===== config.mk =====
export PLATFORM = sky130hd
export DESIGN_NAME = morph_filter_3x3
export DESIGN_NICKNAME = d
export VERILOG_FILES = /design/src/rtl/morph_filter_3x3.sv
export SDC_FILE = /design/constraint.sdc
export NUM_CORES = 2
export LEC_CHECK = 0
export ABC_AREA = 1
export CORE_MARGIN = 1
export CORE_UTILIZATION = 30
export DETAILED_ROUTE_END_ITERATION = 8
export GPL_TIMING_DRIVEN = 0
export MAX_ROUTING_LAYER = met4
export PLACE_DENSITY = 0.45
export SLEW_MARGIN = 10
export SYNTH_ARGS = -nofsm -noshare
export SYNTH_HDL_FRONTEND = slang
export SYNTH_SLANG_ARGS = --single-unit

===== constraint.sdc =====
create_clock -name clk -period 26.5 [get_ports clk]
set_input_delay 2.65 -clock clk [delete_from_list [all_inputs] [get_ports clk]]
set_output_delay 2.65 -clock clk [all_outputs]
set_load 0.01 [all_outputs]

===== src/rtl/morph_filter_3x3.sv =====
// ============================================================================
// morph_filter_3x3 : streaming 3x3 binary dilation/erosion/bypass filter
// Rev 1.0
// ============================================================================
`default_nettype none

module morph_filter_3x3 #(
  parameter int IMG_W = 640,
  parameter int IMG_H = 480,
  parameter int CW    = 10
) (
  input  logic       clk,
  input  logic       rst,
  input  logic [1:0] i_mode,
  input  logic [8:0] i_se,
  input  logic       i_valid,
  input  logic       i_sof,
  input  logic       i_pixel,
  output logic       o_in_ready,
  output logic       o_valid,
  output logic       o_pixel,
  output logic       o_sof,
  output logic       o_eof,
  output logic       o_busy
);

  typedef enum logic [1:0] {
    S_IDLE  = 2'd0,
    S_FILL  = 2'd1,
    S_RUN   = 2'd2,
    S_FLUSH = 2'd3
  } state_t;

  localparam logic [1:0]    MODE_DIL = 2'b01;
  localparam logic [1:0]    MODE_ERO = 2'b10;
  localparam logic [CW-1:0] X_LAST   = CW'(IMG_W - 1);
  localparam logic [CW-1:0] Y_LAST   = CW'(IMG_H - 1);
  localparam logic [CW-1:0] ONE      = CW'(1);

  state_t        state_q, state_d;
  logic [CW-1:0] x_q, x_d, y_q, y_d;
  logic [CW-1:0] ox_q, ox_d, oy_q, oy_d;
  logic [1:0]    mode_q, mode_d;
  logic [8:0]    se_q, se_d;
  logic [8:0]    win_q, win_d;
  logic [IMG_W-1:0] lb1_q, lb2_q;
  logic          valid_q, pixel_q, sof_q, eof_q;

  logic          w_accept, w_start, w_step, w_emit, w_pix_in, w_res;
  logic          w_up1, w_up2, w_out_first, w_out_last;
  logic [CW-1:0] w_wx;
  logic [8:0]    w_inmask;

  assign o_in_ready = (state_q != S_FLUSH);
  assign o_busy     = (state_q != S_IDLE);
  assign o_valid    = valid_q;
  assign o_pixel    = pixel_q;
  assign o_sof      = sof_q;
  assign o_eof      = eof_q;

  assign w_accept = i_valid && o_in_ready;
  assign w_start  = w_accept && i_sof;
  assign w_step   = w_start || (state_q == S_FLUSH) ||
                    (w_accept && ((state_q == S_FILL) || (state_q == S_RUN)));
  assign w_emit   = w_step && !w_start &&
                    ((state_q == S_RUN) || (state_q == S_FLUSH) ||
                     ((state_q == S_FILL) && (x_q == ONE) && (y_q == ONE)));
  assign w_pix_in = (state_q == S_FLUSH) ? 1'b0 : i_pixel;
  assign w_wx     = w_start ? '0 : x_q;
  assign w_up1    = lb1_q[w_wx];
  assign w_up2    = lb2_q[w_wx];

  assign w_out_first = (ox_q == '0) && (oy_q == '0);
  assign w_out_last  = (ox_q == X_LAST) && (oy_q == Y_LAST);

  // Window taps falling outside the image, relative to the output pixel.
  for (genvar r = 0; r < 3; r++) begin : g_row
    for (genvar c = 0; c < 3; c++) begin : g_col
      assign w_inmask[3*r+c] = !((r == 0) && (oy_q == '0))     &&
                               !((r == 2) && (oy_q == Y_LAST)) &&
                               !((c == 0) && (ox_q == '0))     &&
                               !((c == 2) && (ox_q == X_LAST));
    end
  end

  always_comb begin
    win_d = win_q;
    if (w_step) begin
      win_d = {w_pix_in, win_q[8:7], w_up1, win_q[5:4], w_up2, win_q[2:1]};
    end
  end

  always_comb begin
    case (mode_q)
      MODE_DIL: w_res = |(win_d & se_q & w_inmask);
      MODE_ERO: w_res = &(win_d | ~se_q | ~w_inmask);
      default:  w_res = win_d[4];
    endcase
  end

  always_comb begin
    state_d = state_q;
    x_d     = x_q;
    y_d     = y_q;
    ox_d    = ox_q;
    oy_d    = oy_q;
    mode_d  = mode_q;
    se_d    = se_q;
    if (w_start) begin
      mode_d  = i_mode;
      se_d    = i_se;
      x_d     = ONE;
      y_d     = '0;
      ox_d    = '0;
      oy_d    = '0;
      state_d = S_FILL;
    end else if (w_step) begin
      if (x_q == X_LAST) begin
        x_d = '0;
        if (y_q != Y_LAST) y_d = y_q + ONE;
      end else begin
        x_d = x_q + ONE;
      end
      if (w_emit) begin
        if (ox_q == X_LAST) begin
          ox_d = '0;
          oy_d = (oy_q == Y_LAST) ? '0 : oy_q + ONE;
        end else begin
          ox_d = ox_q + ONE;
        end
      end
      case (state_q)
        S_FILL:  if ((x_q == ONE) && (y_q == ONE)) state_d = S_RUN;
        S_RUN:   if ((x_q == X_LAST) && (y_q == Y_LAST)) state_d = S_FLUSH;
        S_FLUSH: if (w_out_last) state_d = S_IDLE;
        default: state_d = state_q;
      endcase
    end
  end

  always_ff @(posedge clk or posedge rst) begin
    if (rst) begin
      state_q <= S_IDLE;
      x_q     <= '0;
      y_q     <= '0;
      ox_q    <= '0;
      oy_q    <= '0;
      mode_q  <= '0;
      se_q    <= '0;
      win_q   <= '0;
      valid_q <= 1'b0;
      pixel_q <= 1'b0;
      sof_q   <= 1'b0;
      eof_q   <= 1'b0;
    end else begin
      state_q <= state_d;
      x_q     <= x_d;
      y_q     <= y_d;
      ox_q    <= ox_d;
      oy_q    <= oy_d;
      mode_q  <= mode_d;
      se_q    <= se_d;
      win_q   <= win_d;
      valid_q <= w_emit;
      pixel_q <= w_emit && w_res;
      sof_q   <= w_emit && w_out_first;
      eof_q   <= w_emit && w_out_last;
    end
  end

  // Line buffers are not reset; stale contents only reach masked taps.
  always_ff @(posedge clk) begin
    if (w_step) begin
      lb1_q[w_wx] <= w_pix_in;
      lb2_q[w_wx] <= w_up1;
    end
  end

endmodule

`default_nettype wire


* Word level (Yosys, flattened, before mapping)
Cells that the tools add are included.
Storage, ports and cells: input bits 16, flip-flop bits (word level) 1346, word-level logic and storage cells 120, output and inout bits 6
Operators by class: reductions and logical operators 44, bitwise gates (word level) 6, equality and inequality tests 16, add/sub/neg operators 4, mux-type cells 34, order comparisons 2
Operators with widths (number):
- bitwise mux 640 bit | 2
- two-way mux 10 bit | 17
- adder 10 x 1 -> 10 bit (second input constant) | 4
- binary-select mux 1 bit (select 10 bit) | 2
- == test 10 x 1 -> 1 bit (second input constant) | 2
- == test 10 bit (second input constant) | 2
- == test 10 x 9 -> 1 bit (second input constant) | 2
- logical NOT 10 bit | 2
- logical AND 1 bit | 19
- AND 9 bit | 2
- NOT 9 bit | 2
- bitwise OR 9 bit | 2
- nonzero test 2 bit | 6
- < comparator 10 x 11 -> 1 bit (second input constant) | 1
- demux 1 bit (select 10 bit) | 1
- >= comparator 10 x 1 -> 1 bit (second input constant) | 1
- two-way mux 2 bit | 5
- inequality test 10 x 9 -> 1 bit (second input constant) | 1
- two-way mux 9 bit | 1
- AND reduction 9 bit | 1
- OR reduction 9 bit | 1
- == test 2 bit (second input constant) | 3
- inequality test 3 x 2 -> 1 bit (second input constant) | 2
- one-hot mux 2 bit (3 select lines) | 1
- other kinds (11) | 24

* Longest topological paths before layout
depth in word-level cells 12, mapped depth 27, mapped depth without buffers 25

* Worst setup path after synthesis
No wires, ideal clock.
kind input -> register, start input port i_pixel, end register lb1_q[0] (data pin), data required time 23.276 ns, stages 2, setup slack 5.690 ns, buffers on the path 0, data arrival time 17.586 ns, setup time 3.224 ns, path through inv_1 > nor2_1
Between the ends: cells in the longest elaborated chain, start to end 2
Ends and longest elaborated chain:
- start, declared | line 18 | input logic i_pixel,
- two-way mux 1 bit | line 68 | assign w_pix_in = (state_q == S_FLUSH) ? 1'b0 : i_pixel;
- via w_pix_in | line 49 | logic w_accept, w_start, w_step, w_emit, w_pix_in, w_res;
- bitwise mux 640 bit | line 174 | lb1_q[w_wx] <= w_pix_in;
- end signal, assigned by index | line 174
- end, declared | line 46 | logic [IMG_W-1:0] lb1_q, lb2_q;
The timed path passes the listed nets, and every way through them passes these cells. A chain may end at the register's enable or synchronous reset.

* Final worst setup path
start input port i_valid, end register lb2_q[423] (data pin)
RTL lines:
- start, declared | line 16 | input logic i_valid,
- logical AND 1 bit | line 61 | assign w_accept = i_valid && o_in_ready;
- logical AND 1 bit | line 62 | assign w_start = w_accept && i_sof;
- two-way mux 10 bit | line 69 | assign w_wx = w_start ? '0 : x_q;
- binary-select mux 1 bit (select 10 bit) | line 70 | assign w_up1 = lb1_q[w_wx];
- two-way mux 1 bit (implied by the code) | line 70
- via w_up1 | line 50 | logic w_up1, w_up2, w_out_first, w_out_last;
- bitwise mux 640 bit | line 175 | lb2_q[w_wx] <= w_up1;
- end signal, assigned by index | line 175
- end, declared | line 46
The timed path passes the listed nets, and every way through them passes these cells. The select of a mux whose other input is x is not followed.

==> impl_metrics.prom <==
# TYPE chip_impl_metric gauge
chip_impl_info{name="clk_root_buffer_cell",value="sky130_fd_sc_hd__clkbuf_16"} 1
chip_impl_metric{name="synth_seq_area_share",unit="%"} 68.02
chip_impl_metric{name="synthesis_stage_register_bit_count",unit=""} 1346
chip_impl_metric{name="max-clock-path-buffers",unit=""} 3
chip_impl_info{name="critPathLaunchType",value="primary input"} 1
chip_impl_metric{name="critPathMaxFanout",unit=""} 61
chip_impl_metric{name="io_buffers",unit=""} 21
chip_impl_metric{name="final-setup-viol-count",unit=""} 0
chip_impl_metric{name="critPathRequiredTime",unit="ns"} 27.12
chip_impl_metric{name="drtAntennaViolNets",unit=""} 0
chip_impl_metric{name="dr_total_vias",unit=""} 49010
chip_impl_metric{name="path_clk_slew",unit="ns"} 0.06
chip_impl_metric{name="viasPerCell",unit=""} 5.565
chip_impl_metric{name="maxSlewViolCount",unit=""} 0
chip_impl_metric{name="achievable-frequency",unit="MHz"} 116.5
chip_impl_metric{name="overflow",unit=""} 0
chip_impl_metric{name="first_iter_violations",unit=""} 8714
chip_impl_metric{name="holdBufCountCts",unit=""} 0
chip_impl_metric{name="max_cap_violations",unit=""} 0
chip_impl_metric{name="n_fill_cell",unit=""} 19950
chip_impl_metric{name="vias_in_the_first_global_route",unit=""} 44540
chip_impl_metric{name="avgSynthCellArea",unit="µm²"} 10.14
chip_impl_metric{name="synthesis.yosys.warnings",unit=""} 0
chip_impl_info{name="cp_endpoint_kind",value="register"} 1
chip_impl_metric{name="clock_skew",unit="ns"} 0.03531
chip_impl_metric{name="gpl.final_weighted_congestion",unit=""} 1.062
chip_impl_metric{name="fp-row-count",unit=""} 162
chip_impl_metric{name="place.detailed.hpwl",unit="µm"} 218100
chip_impl_metric{name="floorplan.die.width",unit="µm"} 445.2
chip_impl_info{name="critical-path-top-cell-by-count",value="sky130_fd_sc_hd__buf_16"} 1
chip_impl_info{name="worst-setup-path-type",value="primary input to register"} 1
chip_impl_metric{name="power.total",unit="mW"} 8.509
chip_impl_metric{name="async_flop_share",unit="%"} 4.903
chip_impl_info{name="synth_largest_area_cell",value="sky130_fd_sc_hd__edfxtp_1"} 1
chip_impl_metric{name="synth_nets",unit=""} 5841
chip_impl_metric{name="postSynthCellCount",unit=""} 5810
chip_impl_metric{name="worst_slack",unit="ns"} 17.92
chip_impl_metric{name="synth_top_area_share",unit="%"} 65.22
chip_impl_metric{name="core_region_area",unit="µm²"} 195000
chip_impl_metric{name="arrival",unit="ns"} 9.20
chip_impl_metric{name="postCtsSetupBuffers",unit=""} 0
chip_impl_info{name="netlist_top_cells_count",value="sky130_fd_sc_hd__nand2_1 (1722), sky130_fd_sc_hd__edfxtp_1 (1280), sky130_fd_sc_hd__nor2_1 (1005)"} 1
chip_impl_metric{name="place_ws",unit="ns"} 17.27
chip_impl_metric{name="nets",unit=""} 6075
chip_impl_metric{name="drt_pass1_iterations",unit=""} 6
chip_impl_info{name="rsz_0062_raised_after_global_routing",value="false"} 1
chip_impl_metric{name="irDropWorstVdd",unit="mV"} 0.1189
chip_impl_metric{name="initial_core_util",unit="%"} 30.22
chip_impl_metric{name="cts.sink_count",unit=""} 1346
chip_impl_metric{name="timing.setup.tns",unit="ns"} 0
chip_impl_info{name="post-synth-top-count-cell",value="sky130_fd_sc_hd__nand2_1"} 1
chip_impl_metric{name="wl_per_cell",unit="µm"} 36.35
chip_impl_metric{name="grt_pass1_wl",unit="µm"} 415100
chip_impl_metric{name="worst_pin_slew",unit="ns"} 1.459
chip_impl_metric{name="post-route-drc-count",unit=""} 0
chip_impl_info{name="worstHoldPathType",value="register to register"} 1
chip_impl_metric{name="drive_above_1_share",unit="%"} 8.854
chip_impl_metric{name="clkLatencyLatePin",unit="ns"} 0.85
chip_impl_metric{name="critical-path-max-stage-delay",unit="ns"} 1.06
chip_impl_metric{name="syn_area",unit="µm²"} 58940
chip_impl_info{name="tritoncts_clock_tree",value="done"} 1
chip_impl_metric{name="relSlewSlack",unit="%"} 2.482
chip_impl_metric{name="syn2layout_area_growth",unit="%"} 16.91
chip_impl_info{name="netlist_top_cells_area",value="sky130_fd_sc_hd__edfxtp_1 (65%), sky130_fd_sc_hd__nand2_1 (11%), sky130_fd_sc_hd__nor2_1 (6.4%)"} 1
chip_impl_info{name="critPathSlowestCell",value="sky130_fd_sc_hd__clkbuf_1"} 1
chip_impl_metric{name="antenna_violations_before_repair",unit=""} 38
chip_impl_metric{name="cts_resized",unit=""} 0
chip_impl_metric{name="htree_levels",unit=""} 4
chip_impl_info{name="status",value="complete, no violations"} 1
chip_impl_metric{name="io_pins",unit=""} 22
chip_impl_metric{name="largest_net_degree_at_the_start_of_global_routing",unit=""} 64
chip_impl_metric{name="power.static_leakage",unit="nW"} 25.40
chip_impl_metric{name="gr-usage-all-layers",unit="%"} 32.63
chip_impl_metric{name="ys_types",unit=""} 47
chip_impl_metric{name="route.final.wire_length",unit="µm"} 320200
chip_impl_metric{name="tritoncts.num_buffers",unit=""} 153
chip_impl_metric{name="die_h",unit="µm"} 445.2
chip_impl_metric{name="power_per_cell_area",unit="nW/µm²"} 123.5
chip_impl_info{name="postSynth.topFlopCell",value="sky130_fd_sc_hd__edfxtp_1"} 1
chip_impl_metric{name="layout_min_cycle_time",unit="ns"} 8.582
chip_impl_metric{name="finalCritPeriodShare",unit="%"} 32.38
chip_impl_info{name="worstPathCellList",value="clkdlybuf4s50_1 -> nand3_2 -> nand3_2 -> clkbuf_1 -> buf_2 -> o22ai_1 -> o21ai_0 -> nand4_1 -> nand2_1 -> nand2_1 -> nand3_1 -> nand3_1 -> nand3_4 -> buf_12 -> buf_16 -> buf_16 -> buf_16"} 1
chip_impl_metric{name="hold_violations",unit=""} 0
chip_impl_metric{name="fp.dieArea",unit="µm²"} 198200
chip_impl_metric{name="synth_edf_count",unit=""} 1280
==> stage by stage <==
step	utilization, %	cells	hold WS (ns)	instance area (µm²)
4_1_cts	35.31	8791	0.4960	68860
3_3_place_gp	32.02	8455	0.4771	62430
6_report	35.34	8807	0.4961	68900
2_1_floorplan	-	5810	0.4485	58940
5_1_grt	35.33	8800	0.5059	68880
3_5_place_dp	32.75	8513	0.4805	63860
==> kinds of logic (layout without fill, tap and decap cells) <==
kind of cell | after synthesis | in the layout | synth area share, %
adders and majority gates | 15 | 15 | 0.3185
and+or+nand+nor | 3349 | 3349 | 23.13
other | 0 | 16 | 0
xor gates and xnor gates | 7 | 7 | 0.1040
AOI/OAI and AO/OA | 349 | 349 | 3.263
buffers and inverters | 744 | 1101 | 5.161
DFF | 1346 | 1346 | 68.02
==> cells in the final DEF (no fill, tap or decap), drive strengths merged, types with 68 or more instances in the layout <==
master  synthesis  layout
nand2        1728    1728
edfxtp       1280    1280
nor2         1013    1013
nand3         428     428
inv           399     406
clkbuf        156     354
buf           179     237
a21oi         146     146
o21ai         110     110
nand4          96      96
clkinv         10      68
==> final cells by class <==
cell class | instances | area, µm² | share of cell area [%]
clock inverters | 80 | 872.1 | 1.266
well taps | 2624 | 3283 | 4.765
repair buffers | 79 | 1523 | 2.210
diodes | 16 | 40.04 | 0.05811
plain buffers | 335 | 1590 | 2.308
multi-input cells | 3720 | 15840 | 22.98
clock buffers | 198 | 4131 | 5.996
flip-flops and latches | 1346 | 40090 | 58.18
inverters | 409 | 1538 | 2.232
==> final timing paths <==
check | endpoint | depth (start not counted) | slack (ns) | from
max | lb2_q[423] | 17 | 17.92 | i_valid
min | se_q[2] | 2 | 0.50 | se_q[2]
max reg2reg | lb2_q[423] | 18 | 19.39 | state_q[0]
min reg2reg | se_q[2] | 2 | 0.50 | se_q[2]
max in group asynchronous | se_q[0] | 3 | 23.79 | rst
min in group asynchronous | x_q[4] | 2 | 2.16 | rst
==> state kept, by name (all words and copies together), names as in the netlist <==
| name | cells |
|---|---|
| lb2_q | 640 |
| o_sof | 1 |
| mode_q | 2 |
| oy_q | 10 |
| o_pixel | 1 |
| x_q | 10 |
| o_valid | 1 |
| lb1_q | 640 |
| se_q | 9 |
| y_q | 10 |
| win_q | 9 |
| ox_q | 10 |
| state_q | 2 |
| o_eof | 1 |
==> worst max-delay path: cells and delay by family <==
kind	cells	cell delay (ns)
and+or+nand+nor	8	1.81
AOI/OAI and AO/OA	2	0.92
buffers and inverters	7	3.66
==> layer usage <==
layer  part of all wire [%]  track usage, %  vias to the layer above
met5                      0               -                        -
met4                    6.8           18.85                        0
met3                     12           7.920                      845
met2                     42           46.30                     3701
met1                     39           42.35                    24560
li1                       -               -                    19910
==> power breakdown <==
part	switching (mW)	total [mW]	internal [mW]
clock	0.947	2.20	1.25
sequential	0.0161	2.82	2.81
combinational	2.84	3.49	0.644
No activity file was read; power rests on OpenSTA's default activity.
